==> config.mk <==
export PLATFORM = sky130hd
export DESIGN_NAME = multi_debouncer
export DESIGN_NICKNAME = d
export VERILOG_FILES = /design/src/rtl/multi_debouncer.sv
export SDC_FILE = /design/constraint.sdc
export NUM_CORES = 1
export LEC_CHECK = 0
export CORE_UTILIZATION = 52
export DETAILED_ROUTE_END_ITERATION = 8
export PLACE_DENSITY = 0.75
export SLEW_MARGIN = 10
export SYNTH_ARGS = -nofsm -noshare
export SYNTH_HDL_FRONTEND = slang
export SYNTH_SLANG_ARGS = --single-unit
==> constraint.sdc <==
create_clock -name clk -period 2.1 [get_ports clk]
set_input_delay 0.42 -clock clk [delete_from_list [all_inputs] [get_ports clk]]
set_output_delay 0.42 -clock clk [all_outputs]
set_load 0.005 [all_outputs]
==> src/rtl/multi_debouncer.sv <==
// -----------------------------------------------------------------------------
// multi_debouncer
//   N-channel debouncer for push-buttons and slide switches. Each channel has a
//   2-flop synchroniser, a four-state settle FSM whose counter advances only on
//   the slow sample strobe, and a stable level. On top of the level it produces
//   registered rise/fall pulses, an optional press-toggle state and optional
//   hold-to-repeat pulses.
//
// Ports
//   clk      in   1       system clock, all state on posedge
//   rst      in   1       synchronous active-high reset
//   tick     in   1       sample strobe; settle/repeat counters advance only when 1
//   raw_in   in   NUM_CH  asynchronous raw inputs
//   clr_tgl  in   NUM_CH  per-channel synchronous clear of tgl (wins over a rise)
//   level    out  NUM_CH  debounced stable level
//   rise     out  NUM_CH  one-clk pulse on level 0->1
//   fall     out  NUM_CH  one-clk pulse on level 1->0
//   tgl      out  NUM_CH  flips on every rise for channels set in TOGGLE_MASK
//   rpt      out  NUM_CH  one-clk auto-repeat pulse every REPEAT_TICKS ticks held
// -----------------------------------------------------------------------------
module multi_debouncer #(
  parameter int unsigned        NUM_CH       = 4,
  parameter int unsigned        CNT_W        = 12,
  parameter int unsigned        STABLE_CNT   = 4095,
  parameter logic [NUM_CH-1:0]  TOGGLE_MASK  = NUM_CH'(4'b0010),
  parameter int unsigned        REPEAT_TICKS = 0
) (
  input  logic              clk,
  input  logic              rst,
  input  logic              tick,
  input  logic [NUM_CH-1:0] raw_in,
  input  logic [NUM_CH-1:0] clr_tgl,
  output logic [NUM_CH-1:0] level,
  output logic [NUM_CH-1:0] rise,
  output logic [NUM_CH-1:0] fall,
  output logic [NUM_CH-1:0] tgl,
  output logic [NUM_CH-1:0] rpt
);

  localparam longint unsigned CNT_LIM = 64'd1 << CNT_W;

  if (64'(STABLE_CNT) < 64'd1 || 64'(STABLE_CNT) >= CNT_LIM) begin : g_bad_stable
    $error("multi_debouncer: STABLE_CNT must be in 1..2**CNT_W-1");
  end
  if (64'(REPEAT_TICKS) >= CNT_LIM) begin : g_bad_repeat
    $error("multi_debouncer: REPEAT_TICKS must be below 2**CNT_W");
  end

  localparam logic [CNT_W-1:0] STABLE_LAST = CNT_W'(STABLE_CNT - 1);
  localparam logic [CNT_W-1:0] REPEAT_LAST =
    (REPEAT_TICKS > 0) ? CNT_W'(REPEAT_TICKS - 1) : '0;

  typedef enum logic [1:0] {
    ST_LO   = 2'd0,
    PEND_HI = 2'd1,
    ST_HI   = 2'd2,
    PEND_LO = 2'd3
  } state_e;

  // Synchroniser runs every clock; only the settle counting is tick-gated.
  logic [NUM_CH-1:0] s1_q, s2_q;

  always_ff @(posedge clk) begin
    if (rst) begin
      s1_q <= '0;
      s2_q <= '0;
    end else begin
      s1_q <= raw_in;
      s2_q <= s1_q;
    end
  end

  for (genvar i = 0; i < NUM_CH; i++) begin : g_ch
    state_e           state_q, state_d;
    logic [CNT_W-1:0] cnt_q, cnt_d;
    logic [CNT_W-1:0] rcnt_q, rcnt_d;
    logic             rise_q, rise_d;
    logic             fall_q, fall_d;
    logic             rpt_q, rpt_d;
    logic             tgl_q, tgl_d;

    // Settle FSM: a pending level only completes after STABLE_CNT ticks; any
    // sample of the old level (tick or not) throws the progress away.
    always_comb begin
      state_d = state_q;
      cnt_d   = cnt_q;
      rise_d  = 1'b0;
      fall_d  = 1'b0;
      case (state_q)
        ST_LO: begin
          if (s2_q[i]) begin
            state_d = PEND_HI;
            cnt_d   = '0;
          end
        end
        PEND_HI: begin
          if (!s2_q[i]) begin
            state_d = ST_LO;
            cnt_d   = '0;
          end else if (tick) begin
            if (cnt_q == STABLE_LAST) begin
              state_d = ST_HI;
              rise_d  = 1'b1;
              cnt_d   = '0;
            end else begin
              cnt_d = cnt_q + CNT_W'(1);
            end
          end
        end
        ST_HI: begin
          if (!s2_q[i]) begin
            state_d = PEND_LO;
            cnt_d   = '0;
          end
        end
        PEND_LO: begin
          if (s2_q[i]) begin
            state_d = ST_HI;
            cnt_d   = '0;
          end else if (tick) begin
            if (cnt_q == STABLE_LAST) begin
              state_d = ST_LO;
              fall_d  = 1'b1;
              cnt_d   = '0;
            end else begin
              cnt_d = cnt_q + CNT_W'(1);
            end
          end
        end
        default: begin
          state_d = ST_LO;
          cnt_d   = '0;
        end
      endcase
    end

    // Repeat cadence runs while the level is high, including a bouncy release
    // (PEND_LO), so a short bounce does not restart the repeat timing.
    always_comb begin
      rcnt_d = rcnt_q;
      rpt_d  = 1'b0;
      if (REPEAT_TICKS == 0 || state_q == ST_LO || state_q == PEND_HI) begin
        rcnt_d = '0;
      end else if (tick) begin
        if (rcnt_q == REPEAT_LAST) begin
          rpt_d  = 1'b1;
          rcnt_d = '0;
        end else begin
          rcnt_d = rcnt_q + CNT_W'(1);
        end
      end
    end

    // Clear has priority over a rise landing on the same edge.
    always_comb begin
      tgl_d = 1'b0;
      if (TOGGLE_MASK[i] && !clr_tgl[i]) begin
        tgl_d = tgl_q ^ rise_d;
      end
    end

    always_ff @(posedge clk) begin
      if (rst) begin
        state_q <= ST_LO;
        cnt_q   <= '0;
        rcnt_q  <= '0;
        rise_q  <= 1'b0;
        fall_q  <= 1'b0;
        rpt_q   <= 1'b0;
        tgl_q   <= 1'b0;
      end else begin
        state_q <= state_d;
        cnt_q   <= cnt_d;
        rcnt_q  <= rcnt_d;
        rise_q  <= rise_d;
        fall_q  <= fall_d;
        rpt_q   <= rpt_d;
        tgl_q   <= tgl_d;
      end
    end

    assign level[i] = (state_q == ST_HI) || (state_q == PEND_LO);
    assign rise[i]  = rise_q;
    assign fall[i]  = fall_q;
    assign rpt[i]   = rpt_q;
    assign tgl[i]   = tgl_q;
  end

endmodule

# ---- Word level (Yosys, flattened, before mapping)
# Index checks and enable logic that the tools add are counted.
dict set report totals {
  latchBits 0
  ram_bits 0
  mem_count 0
  regBits 73
  rom_bits 0
  inputBits 11
  out_inout_bits 20
  elab_cells 172
}
dict set report classes {
  multipliers 0
  n_div 0
  eq_ne 40
  n_bitwise 11
  mux 74
  shift 0
  reduce_logical 24
  add_sub_neg 4
  n_lt_le_gt_ge 0
}
# operator count
set op_table {}
lappend op_table {{two-way mux 12 bit} 24}
lappend op_table {{case mux 12 bit (4 select lines)} 4}
lappend op_table {{two-way mux 2 bit} 32}
lappend op_table {{adder 12 x 1 -> 12 bit (second input constant)} 4}
lappend op_table {{== test 12 bit (second input constant)} 4}
lappend op_table {{!= test 3 bit (second input constant)} 16}
lappend op_table {{case mux 2 bit (4 select lines)} 4}
lappend op_table {{AND reduction 6 bit} 4}
lappend op_table {{OR reduction 3 bit} 7}
lappend op_table {{== test 2 bit (second input constant)} 8}
lappend op_table {{!= test 2 bit (second input constant)} 8}
lappend op_table {{two-way mux 1 bit} 10}
lappend op_table {{NOT 1 bit} 10}
lappend op_table {{== test 2 x 1 -> 1 bit (second input constant)} 4}
lappend op_table {{logical NOT 2 bit} 4}
lappend op_table {{AND reduction 2 bit} 4}
lappend op_table {{logical OR 1 bit} 4}
lappend op_table {{OR reduction 2 bit} 1}
lappend op_table {{bitwise XOR 1 bit} 1}

# ---- Logic depth before layout (Yosys ltp)
# Gate-level depths: netlist of run 1.
dict set report depth {
  ltp_word 6
  mapped_depth 8
  depth_no_buf 6
}

# ---- Least setup slack after synthesis of run 1
# No wires, ideal clock.
dict set report synth_path {
  path_kind {input-to-reg}
  startpoint {input tick}
  endpoint {register with a tool-made name}
  cell_stages 7
  setup_time_ns 0.132
  t_arrival_ns 1.947
  path_buffers 3
  path_slack_ns 0.021
  required_time_ns 1.968
  path_cell_list {clkbuf_1 > nand4_1 > or4_1 > clkbuf_1 > buf_1 > o21ai_0 > a21oi_1}
}
# item line
set synth_rtl {}
lappend synth_rtl {{from (decl)} 30} ;# input logic tick,

# ---- Worst setup path in the final report of run 1
dict set report layout_path {
  startpoint {input tick}
  endpoint {register g_ch[1].tgl_q}
}
dict set report layout_via {
  elab_chain_len 4
}
# item line
set layout_lines {}
lappend layout_lines {{two-way mux 1 bit} -}
lappend layout_lines {{two-way mux 1 bit} 97} ;# if (!s2_q[i]) begin
lappend layout_lines {{two-way mux 1 bit} 89} ;# case (state_q)
lappend layout_lines {{bitwise XOR 1 bit} 158} ;# tgl_d = tgl_q ^ rise_d;
lappend layout_lines {{to (signal assigned)} 178} ;# tgl_q <= tgl_d;
lappend layout_lines {{to (decl)} 80} ;# logic tgl_q, tgl_d;
# Every way passes these cells.
# A chain may end at the register's enable or synchronous reset.

==> results of run 1 <==
-- routing by layer --
layer	global-route usage, %	vias up	wire length, microns
li1	-	1848	-
met5	0	-	0
met2	39.8	106	4050
met1	29.8	1758	4030
met3	6.50	14	474
met4	8.94	0	114
-- worst paths after layout --
path / startpoint / to / slack (ns) / cells past startpoint
max: tick / g_ch[1].tgl_q / 0.08 / 5
min: s1_q[0] / s2_q[0] / 0.44 / 1
max reg2reg: g_ch[1].cnt_q[6] / g_ch[1].tgl_q / 0.15 / 4
min reg2reg: s1_q[0] / s2_q[0] / 0.44 / 1
-- power by group --
group	switching (mW)	internal, mW	total (mW)
combinational	0.0806	0.0651	0.146
sequential	0.0201	1.40	1.42
clock	0.540	0.735	1.27
total	0.640	2.20	2.84
-- area by class of cell --
type | instances | area [sq um] | area share, %
clock buffer | 12 | 155 | 3.39
clock inverter | 4 | 75.1 | 1.64
inverter | 16 | 60.1 | 1.31
multi-input combinational | 346 | 2120 | 46.3
sequential | 73 | 1460 | 31.9
tap | 96 | 120 | 2.62
timing repair buffer | 71 | 587 | 12.8
-- state kept, by name (all words and copies together) (netlist names), named ones only --
signal        cells
g_ch.cnt_q       48
g_ch.fall_q       4
g_ch.rise_q       4
g_ch.state_q      4
s1_q              4
s2_q              4
g_ch.tgl_q        1
-- cells in the mapped netlist, types with 2 or more instances --
master / number / area (sq um)
and3_1: 6 / 37.5
nor2b_1: 9 / 56.3
a21oi_1: 13 / 65.1
and3b_1: 2 / 17.5
xor2_1: 5 / 43.8
buf_1: 4 / 15.0
nand3b_1: 2 / 15.0
o2111ai_1: 5 / 43.8
nor2_1: 17 / 63.8
inv_1: 16 / 60.1
o311ai_0: 2 / 17.5
a31oi_1: 36 / 225
o22ai_1: 3 / 18.8
or4_1: 9 / 67.6
or3b_2: 2 / 17.5
nand3_1: 37 / 185
o21ai_0: 13 / 65.1
nand2b_1: 6 / 37.5
o211ai_1: 4 / 30.0
nand2_1: 49 / 184
clkbuf_1: 24 / 90.1
buf_4: 16 / 120
and4_1: 6 / 52.6
nor4b_1: 5 / 43.8
a41oi_1: 5 / 43.8
nor3_1: 19 / 95.1
ha_1: 8 / 100
nor4_1: 9 / 56.3
or3_1: 8 / 50.1
nand4_1: 27 / 169
xnor2_1: 5 / 43.8
dfxtp_1: 73 / 1460
mux2i_1: 2 / 20.0
a211oi_1: 4 / 30.0
nand4b_1: 6 / 52.6
-- per-stage QoR --
step                      utilization, %  power, mW  cells
final                               66.0       2.84    618
after detailed placement            62.4       1.60    602
after global routing                66.0       2.94    618
after global placement              62.4       1.59    602
after CTS                           65.7       2.86    618
after floorplan                        -       1.55    480
-- cells in the final DEF (no fill, tap or decap), types with 11 or more instances in the layout --
master / instances
nand3_1: 37
a31oi_1: 36
nor2_1: 17
nand2_1: 49
nand4_1: 27
inv_1: 16
clkdlybuf4s50_1: 20
clkbuf_8: 11
o21ai_0: 13
a21oi_1: 13
dfxtp_1: 73
buf_4: 50
nor3_1: 19
-- cell families after synthesis --
family                     count (synthesis)  synth area share, %
muxes                                      2                0.522
xor gates and xnor gates                  10                 2.28
adders and majority gates                  8                 2.61
AOI/OAI and AO/OA                         93                 15.9
buffers and inverters                     61                 7.56
other                                      1               0.0977
and+or+nand+nor                          226                 33.0
DFF                                       73                 38.1
-- repair_timing --
item,in CTS,in global routing
endpoints found under the setup margin,0,8
resized for setup,0,4
hold buffers,0,0
-- worst max-delay path, stage by stage --
cell and delay [ns]:
clkdlybuf4s50_1 0.50, nand4_1 0.15, or4_4 0.52, or4_1 0.50, a211oi_2 0.21
==> run_results.csv, run 1 <==
group,metric,value,unit
synth,synth_edf_count,0,
routing,drtAntennaViolNets,0,
sta,finalCritPeriodShare,96.2,%
setup_path,cp.arrival,2.30,ns
grt,grt_usage,24.0,%
setup_path,worstPathRequired,2.38,ns
routing,viasPerCell,6.03,
sta,hold_viol,0,
floorplanning,start_util,55.3,%
place,globalplace.congestion,0.847,
routing,first_pass_iters,5,
cts,clk_path_buf_depth,2,
layout,n_fill_cell,596,
synth,synth-seq-cells,73,
routing,num_vias,3726,
place,dpl_worst_slack,-0.313,ns
sta,fmax,495,MHz
cts,cts_max_level,3,
sta,worst_slew_pin_slew,0.686,ns
cts,cts_root_buf,"clkbuf_8",
place,port_buffers,20,
grt,grt_pass1_wl,14800,microns
cts,clk_latency,0.35,ns
sta,rsz0062_at_grt,"false",
run,cap_violations,0,
synth,synth_cells,474,
sta,final-setup-viol-count,0,
place,hpwl,6060,microns
cts,cts_made_buffers,9,
floorplanning,die_w,87.9,microns
synth,ys_async_sr_fraction,0,%
sta,hold_slack,0.439,ns
layout,nNetsFinal,536,
sta,slew_headroom,53.9,%
grt,grt_pass1_vias,3363,
sta,period_minus_slack,2.02,ns
cts,cts_tree,"yes",
routing,drtIter0Drc,134,
grt,overflow,0,
setup_path,cp_max_fo,2,
sta,tns,0,ns
floorplanning,core_area,6940,sq um
setup_path,cp-end-kind,"flip-flop",
place,place_area,4330,sq um
sta,finClkSkew,0.00665,ns
routing,drc,0,
floorplanning,die_area,7730,sq um
grt,grt_max_degree,18,
hold_path,hp-class,"reg2reg",
setup_path,critPathKind,"in2reg",
power,leakage,1.54,nW
synth,avgSynthCellArea,8.10,sq um
synth,syn_area,3840,sq um
layout,postLayoutCellArea,4580,sq um
setup_path,startpoint_type,"input port",
power,peakVddDrop,0.000533,V
synth,ys_types,52,
floorplanning,rows,30,
synth,synth-seq-area-share,38.1,%
cts,post_cts_buffers,0,
sta,setup_ws,0.0789,ns
layout,diodes,0,
floorplanning,ioPinCount,31,
routing,routedWlPerCell,14.0,microns
grt,antenna_found_initial,0,
synth,synth_warnings,0,
status,outcome,"finished, final reports clean",
sta,finalMaxSlewViolations,0,
cts,clock-sinks,73,
power,powerDensity,620,nW/um^2
layout,drive_gt1_share,14.4,%
routing,wl,8670,microns
floorplanning,die_height,87.9,microns
synth,ys.flop_type,"dfxtp_1",
layout,area_growth,19.3,%
cts,cts.reportedPaths.clkPinSlew,0.08,ns
No activity file was read; power rests on OpenSTA's default activity.
==> run 2, diff against run 1 <==
--- a/constraint.sdc
+++ b/constraint.sdc
@@ -3,2 +3,2 @@
 set_output_delay 0.42 -clock clk [all_outputs]
-set_load 0.005 [all_outputs]
+set_load 0.02 [all_outputs]
==> results of run 2 <==
Same layout as run 1 (identical final DEF). Status: finished, final reports clean.
Main changes from that run: total power 2.84 mW -> 2.85 mW
==> run 3, diff against run 2 <==
- GPL_ROUTABILITY_DRIVEN: unset -> 0
==> results of run 3 <==
Same layout as run 1 (identical final DEF). Status: finished, final reports clean.
Main changes from that run: total power 2.84 mW -> 2.85 mW
